### src/rtl/mux_nto1_pipe.sv
// N_CH-to-1 channel selector with valid/ready handshake and one registered output stage.
// Define MUX_RR_EN to add round-robin arbitration (mode=1); otherwise the block is direct-select only.
module mux_nto1_pipe #(
  parameter  int N_CH  = 8,
  parameter  int WIDTH = 8,
  localparam int SEL_W = (N_CH > 2) ? $clog2(N_CH) : 1
) (
  input  logic                  clk,
  input  logic                  rst_n,
  input  logic [N_CH*WIDTH-1:0] in_data,
  input  logic [N_CH-1:0]       in_valid,
  output logic [N_CH-1:0]       in_ready,
  input  logic [SEL_W-1:0]      sel,
  input  logic                  mode,
  output logic [WIDTH-1:0]      out_data,
  output logic [SEL_W-1:0]      out_chan,
  output logic                  out_valid,
  input  logic                  out_ready
);

  logic [WIDTH-1:0] r_out_data;
  logic [SEL_W-1:0] r_out_chan;
  logic             r_out_valid;

  logic             w_load;
  logic             w_dir_vld;
  logic [SEL_W-1:0] w_dir_idx;
  logic             w_grant_vld;
  logic [SEL_W-1:0] w_grant_idx;
  logic [WIDTH-1:0] w_word;

  // Gated by rst_n so no channel sees in_ready while the block is held in reset.
  assign w_load = rst_n & (~r_out_valid | out_ready);

  // NOTE: every always_comb output gets a default first, so no path leaves it unassigned (no latch).
  always_comb begin
    w_dir_vld = 1'b0;
    w_dir_idx = '0;
    for (int i = 0; i < N_CH; i++) begin
      if (sel == SEL_W'(i) && in_valid[i]) begin
        w_dir_vld = 1'b1;
        w_dir_idx = SEL_W'(i);
      end
    end
  end

`ifdef MUX_RR_EN
  logic [SEL_W-1:0] r_rr_ptr;
  logic [N_CH-1:0]  w_rot;
  logic             w_rr_vld;
  logic [SEL_W-1:0] w_rr_idx;

  // w_rot[k] is the valid bit of channel (rr_ptr + k) mod N_CH.
  assign w_rot = N_CH'({in_valid, in_valid} >> r_rr_ptr);

  always_comb begin
    w_rr_vld = 1'b0;
    w_rr_idx = '0;
    // Scan from the far end so the lowest offset from rr_ptr is written last and wins.
    for (int k = N_CH - 1; k >= 0; k--) begin
      if (w_rot[k]) begin
        w_rr_vld = 1'b1;
        w_rr_idx = (int'(r_rr_ptr) + k >= N_CH) ? SEL_W'(int'(r_rr_ptr) + k - N_CH)
                                                : SEL_W'(int'(r_rr_ptr) + k);
      end
    end
  end

  assign w_grant_vld = mode ? w_rr_vld : w_dir_vld;
  assign w_grant_idx = mode ? w_rr_idx : w_dir_idx;

  // NOTE: sequential state uses non-blocking assignments so all flops update from pre-edge values.
  always_ff @(posedge clk or negedge rst_n) begin
    if (!rst_n) begin
      r_rr_ptr <= '0;
    end else if (mode && w_load && w_grant_vld) begin
      r_rr_ptr <= (w_grant_idx == SEL_W'(N_CH - 1)) ? '0 : w_grant_idx + 1'b1;
    end
  end
`else
  logic w_unused_mode;
  assign w_unused_mode = mode;
  assign w_grant_vld   = w_dir_vld;
  assign w_grant_idx   = w_dir_idx;
`endif

  always_comb begin
    w_word   = '0;
    in_ready = '0;
    for (int i = 0; i < N_CH; i++) begin
      if (w_grant_idx == SEL_W'(i)) begin
        w_word      = in_data[i*WIDTH +: WIDTH];
        in_ready[i] = w_load & w_grant_vld;
      end
    end
  end

  // NOTE: the data/channel flops are cleared by reset too, so outputs are defined from time zero.
  always_ff @(posedge clk or negedge rst_n) begin
    if (!rst_n) begin
      r_out_valid <= 1'b0;
      r_out_data  <= '0;
      r_out_chan  <= '0;
    end else if (w_load) begin
      r_out_valid <= w_grant_vld;
      if (w_grant_vld) begin
        r_out_data <= w_word;
        r_out_chan <= w_grant_idx;
      end
    end
  end

  assign out_data  = r_out_data;
  assign out_chan  = r_out_chan;
  assign out_valid = r_out_valid;

endmodule

### config.mk
export PLATFORM = sky130hd
export DESIGN_NAME = mux_nto1_pipe
export DESIGN_NICKNAME = d
export VERILOG_FILES = /design/src/rtl/mux_nto1_pipe.sv
export SDC_FILE = /design/constraint.sdc
export NUM_CORES = 1
export LEC_CHECK = 0
export ABC_AREA = 1
export CAP_MARGIN = 20
export CELL_PAD_IN_SITES_DETAIL_PLACEMENT = 1
export CELL_PAD_IN_SITES_GLOBAL_PLACEMENT = 2
export CORE_MARGIN = 5
export CORE_UTILIZATION = 15
export DETAILED_ROUTE_END_ITERATION = 16
export PLACE_DENSITY = 0.86
export SYNTH_ARGS = -nofsm -noshare
export SYNTH_HDL_FRONTEND = slang
export SYNTH_SLANG_ARGS = --single-unit
### constraint.sdc
create_clock -name clk -period 1.93 [get_ports clk]
set_input_delay 0.386 -clock clk [delete_from_list [all_inputs] [get_ports clk]]
set_output_delay 0.386 -clock clk [all_outputs]
set_load 0.01 [all_outputs]
==> reports/qor.txt, run 1 <==
Clock-pin slew on the worst setup and hold paths: 0.05 ns
Total CTS buffers: 3
Upper clock frequency limit: 0.531 GHz
Max-slew headroom: 0.801
Fraction of layout cells with a size suffix above 1: 0.290
Mux share of post-synthesis cell area: 0
Max Root-Sink Buffers: 2
Complex-gate fraction of the synthesized area: 0.0205
GR Util All Layers: 0.128
Core Footprint: 8260 um^2
CP max FO: 5
Drt initial violations: 18
Area delta synth->final: 124%
CTS tree: done
Status: complete, no violations
Highest-count cells in the layout ignoring fill and taps: clkdlybuf4s50_1, nand2_1, buf_4
Full die area: 10500 um^2
Vias in the first global route: 2156
Fin cells: 460
First-pass GRT wire length: 10.5 mm
Min Tclk post-route: 1.88 ns
Site Rows: 33
Part of the cycle the worst path needs: 0.977
Simple-gate area share of the yosys netlist: 0.606
Hold crit path type: primary input to asynchronous set/reset pin
Synth Cell Area: 1280 um^2
Sink Count: 12
Number of I/O pins: 99
Worst-Margin Slew: 0.298 ns
GPL Wtd Cong: 0.835
Die X: 102 um
Initial antenna violation count: 0
Commonest non-fill, non-tap cell in the layout: clkdlybuf4s50_1
Ant. Diodes: 0
Power Dens Cells: 470 nW/um^2
Main combinational cell family by area after synthesis: simple AND/OR/NAND/NOR gates
Layout Skew: 0.00461 ns
Post-route cell area: 2870 um^2
Distinct cells, synth: 23
Final core utilization: 0.347
Reg2reg start: out_valid
Synthesized-area fraction occupied by adder cells: 0
Hold Fails Final Rpt: 0
DRT antenna net count: 0
Via/cell ratio: 4.17
Cells after Synth: 221
Max_cap viols: 0
Slew Limit Fails: 0
Post-synth top area cell: dfrtp_1
Initial cell density of the core: 0.155
Mean post-synth cell area: 5.80 um^2
Clk_lat worst skew: 0.24 ns
Grt ovf: 0
Arrival time at the worst endpoint: 1.50 ns
Worst Setup SP: sel[1]
VDD IR max: 0.000246 V
CP startpoint kind: primary input
WS Path Type: primary input to output pin
CP Data Required Time: 1.54 ns
Pwr Total: 0.00135 W
Mapped Nets: 300
Sequential area share after synthesis: 0.234
Crit end category: output pin
Die height: 102 um
Synth Register Bits: 12
TritonRoute pass-1 iters: 4
Warnings from Yosys: 0
Post-synthesis xor/xnor area fraction: 0
Area after DPL: 2550 um^2
HPWL Detailed: 5.46 mm
Placed cell count: 443
Min setup slack post-route: 0.0450 ns
Leak pwr: 1.36 nW
Final setup fails: 0
H-tree Lvls: 1
Nets: 436
PortBufs: 97
DRC: 0
Setup slack at placement: -0.754 ns
Cts-stage hold buffer count: 0
Largest net degree at the start of global routing: 17
Routed len/inst: 15.2 um
Via count: 1918
Yosys top cell area share: 0.234
Synth area leaders: dfrtp_1, nand2_1, nand4_1
Root buf cell: clkbuf_8
Routed WL: 6.97 mm
==> flip-flops by register name, summed over array words and instances, names as in the netlist <==
| register | count |
|---|---|
| out_chan | 3 |
| out_data | 8 |
| out_valid | 1 |
==> power by group <==
part / internal [W] / leakage [nW] / switching [W] / total [W]
clock network: 0.000137 / 0.0216 / 0.0000863 / 0.000223
logic: 0.000426 / 1.19 / 0.000325 / 0.000751
registers: 0.000329 / 0.143 / 0.0000427 / 0.000372
==> routing by layer <==
metal  up-vias  part of all wire  wire, um  global-route usage
li1        960                 -         -                   -
met1       894              0.41      2890               0.157
met2        62              0.51      3580               0.236
met3         2             0.066       458              0.0259
met4         0            0.0054        38              0.0172
met5         -                 0         0                   0
==> path summary, 6_finish.rpt <==
path | endpoint | slack (ns) | cells after the start
setup / recovery | in_ready[0] | 0.05 | 9
hold / removal | out_data[6] | 0.32 | 2
setup reg to reg | out_data[4] | 0.41 | 9
hold reg to reg | out_data[5] | 0.49 | 2
max in group asynchronous | out_chan[2] | 1.45 | 2
min in group clk | out_data[5] | 0.49 | 2
==> through the flow <==
stage	hold WS (ns)	setup TNS [ns]
6_report	0.321	0
5_1_grt	0.338	-0.000612
4_1_cts	0.310	0
3_5_place_dp	0.484	-10.98
3_3_place_gp	0.469	-9.89
2_1_floorplan	0.0904	0
==> synth_stat cells (all sizes together) <==
master,instances
o21ai,4
or2,12
inv,36
nor3,3
nand2,74
nand3,11
a31oi,1
nand4,23
buf,5
nor3b,1
clkbuf,1
nor2,37
dfrtp,12
nor4,1
==> kinds of logic (layout without fill, tap and decap cells) <==
family,count (synthesis),after routing
AO/OA/AOI/OAI,5,5
AND/OR/NAND/NOR,162,162
buffers and inverters,42,176
flip-flops,12,12
==> worst max-delay path, cell delays in order <==
cell	delay (ns)
buf_2	0.15
buf_4	0.16
nor3_4	0.25
buf_4	0.16
buf_8	0.11
nor2_4	0.04
nand3_2	0.09
nor2_4	0.05
buf_6	0.11
==> repair_timing <==
| item | in CTS | in global routing |
|---|---|---|
| buffers inserted | 13 | 1 |
| resized for setup | 76 | 34 |
| gates cloned | 0 | 0 |
| pin swaps | 17 | 14 |
| setup endpoints to repair | 20 | 15 |
==> final cells by class <==
type,count,area (um^2)
clock buffer,3,41.3
fill,1046,5390
inverter,36,140
multi-input combinational,167,973
sequential,12,300
tap,105,131
timing repair buffer,137,1280
No activity file was read; power rests on OpenSTA's default activity.
==> run 2: changes to the inputs <==
- CELL_PAD_IN_SITES_DETAIL_PLACEMENT: 1 -> 0
- CELL_PAD_IN_SITES_GLOBAL_PLACEMENT: 2 -> 1
- CORE_UTILIZATION: 15 -> 21
- PLACE_DENSITY: 0.86 -> 0.87
==> reports/qor.txt, run 2 (synthesized netlist as in run 1, its figures left out) <==
Pwr Total: 0.00129 W
Cts-stage hold buffer count: 0
Number of I/O pins: 99
Hold Fails Final Rpt: 0
Part of the cycle the worst path needs: 0.971
Hold crit path type: primary input to asynchronous set/reset pin
Ant. Diodes: 0
Met3 Wirelength: 374 um
H-tree Lvls: 1
Sink Count: 12
GPL Wtd Cong: 0.886
Routed len/inst: 13.3 um
Highest-count cells in the layout ignoring fill and taps: clkdlybuf4s50_1, nand2_1, buf_4
Upper clock frequency limit: 0.533 GHz
Status: complete, no violations
Power Dens Cells: 477 nW/um^2
Via/cell ratio: 4.32
Min Tclk post-route: 1.87 ns
DRT antenna net count: 0
Max_cap viols: 0
Clock-pin slew on the worst setup and hold paths: 0.05 ns
Largest net degree at the start of global routing: 17
Clk_lat worst skew: 0.23 ns
Area delta synth->final: 111%
Switch share: 0.323
Flop2flop setup slack: 0.35 ns
Clock share of power: 0.165
TritonRoute pass-1 iters: 4
Metal-1 WL: 2.37 mm
Layout Skew: 0.00150 ns
Die X: 88.1 um
Leak pwr: 1.30 nW
Vias in the first global route: 1916
Arrival time at the worst endpoint: 1.49 ns
Crit end category: output pin
Switching Power: 0.000418 W
Max Root-Sink Buffers: 2
Site Rows: 28
Pint: 0.000876 W
Final core utilization: 0.458
Max-slew headroom: 0.820
Sequential Power Share: 0.286
Drt initial violations: 52
CP Data Required Time: 1.54 ns
CP startpoint kind: primary input
Fraction of layout cells with a size suffix above 1: 0.275
Worst-Margin Slew: 0.270 ns
Met2 routed WL: 2.89 mm
Nets: 434
Via count: 1848
GR Util All Layers: 0.138
Initial cell density of the core: 0.217
First-pass GRT wire length: 8.54 mm
Full die area: 7770 um^2
Total CTS buffers: 3
Final setup fails: 0
Highest Signal Layer: met4
CP max FO: 6
Core Footprint: 5920 um^2
Slew Limit Fails: 0
Die height: 88.1 um
Grt ovf: 0
Root buf cell: clkbuf_8
Commonest non-fill, non-tap cell in the layout: clkdlybuf4s50_1
PortBufs: 97
Routed WL: 5.68 mm
Initial antenna violation count: 0
DRC: 0
VDD IR max: 0.000340 V
Part of the power in combinational logic: 0.549
HPWL Detailed: 4.44 mm
Max reg flops: 8
CTS tree: done
WS Path Type: primary input to output pin
run 2: cell count changes in the layout (fill, tap and decap cells not counted), sizes merged:
cell          before  now
buf               49   46
dlymetal6s2s       0    1
clkbuf             3    4
dlygate4sd2        9    8
run 2: path summary, 6_finish.rpt:
kind / startpoint / end / cells after the start
setup reg to reg: out_valid / out_data[3] / 9
max in group asynchronous: rst_n / out_data[7] / 2
hold reg to reg: out_data[5] / out_data[5] / 2
hold / removal: rst_n / out_data[0] / 2
setup / recovery: in_valid[3] / in_ready[7] / 10
min in group clk: out_data[5] / out_data[5] / 2
run 2: worst max-delay path, stage by stage:
cell and delay (ns):
dlygate4sd2_1 0.24, inv_2 0.06, nor2_4 0.03, nand2_2 0.07
nand2_2 0.07, nor3_2 0.19, nand2_2 0.12, nand2_8 0.13
nor2_4 0.04, buf_2 0.14
run 2: per-layer routing:
metal	GRT usage	vias to the layer above
met5	0	-
met4	0.0110	0
met3	0.0282	6
met2	0.260	61
met1	0.167	821
li1	-	960
run 2: cell type report:
class	instances	area [um^2]
fill	626	3210
timing repair buffer	135	1230
multi-input combinational	167	908
sequential	12	300
inverter	36	138
tap	75	93.8
clock buffer	3	41.3
run 2: repair_timing:
item | CTS | global route
cloned | 0 | 0
pin swaps | 18 | 8
setup endpoints to repair | 17 | 16
buffers inserted | 11 | 0
gates resized for setup | 62 | 25
hold endpoints to repair | 0 | 0
run 2: power by group through the flow:
stage,clock [W],sequential (W),combinational (W)
2_1_floorplan,0,0.000407,0.000214
3_3_place_gp,0,0.000374,0.000664
3_5_place_dp,0,0.000375,0.000670
4_1_cts,0.000220,0.000373,0.000691
5_1_grt,0.000235,0.000384,0.000775
6_report,0.000214,0.000370,0.000710
run 2: stage by stage:
stage / hold WS (ns) / setup slack, ns / TNS [ns] / instances / cell area [um^2]
finish: 0.305 / 0.0550 / 0 / 428 / 2710
global route: 0.316 / -0.0254 / -0.110 / 428 / 2710
CTS: 0.310 / 0.000668 / 0 / 428 / 2630
detailed placement: 0.473 / -0.706 / -9.44 / 414 / 2510
global placement: 0.473 / -0.672 / -9.08 / 414 / 2510
floorplan: 0.0904 / 0.151 / 0 / 221 / 1280
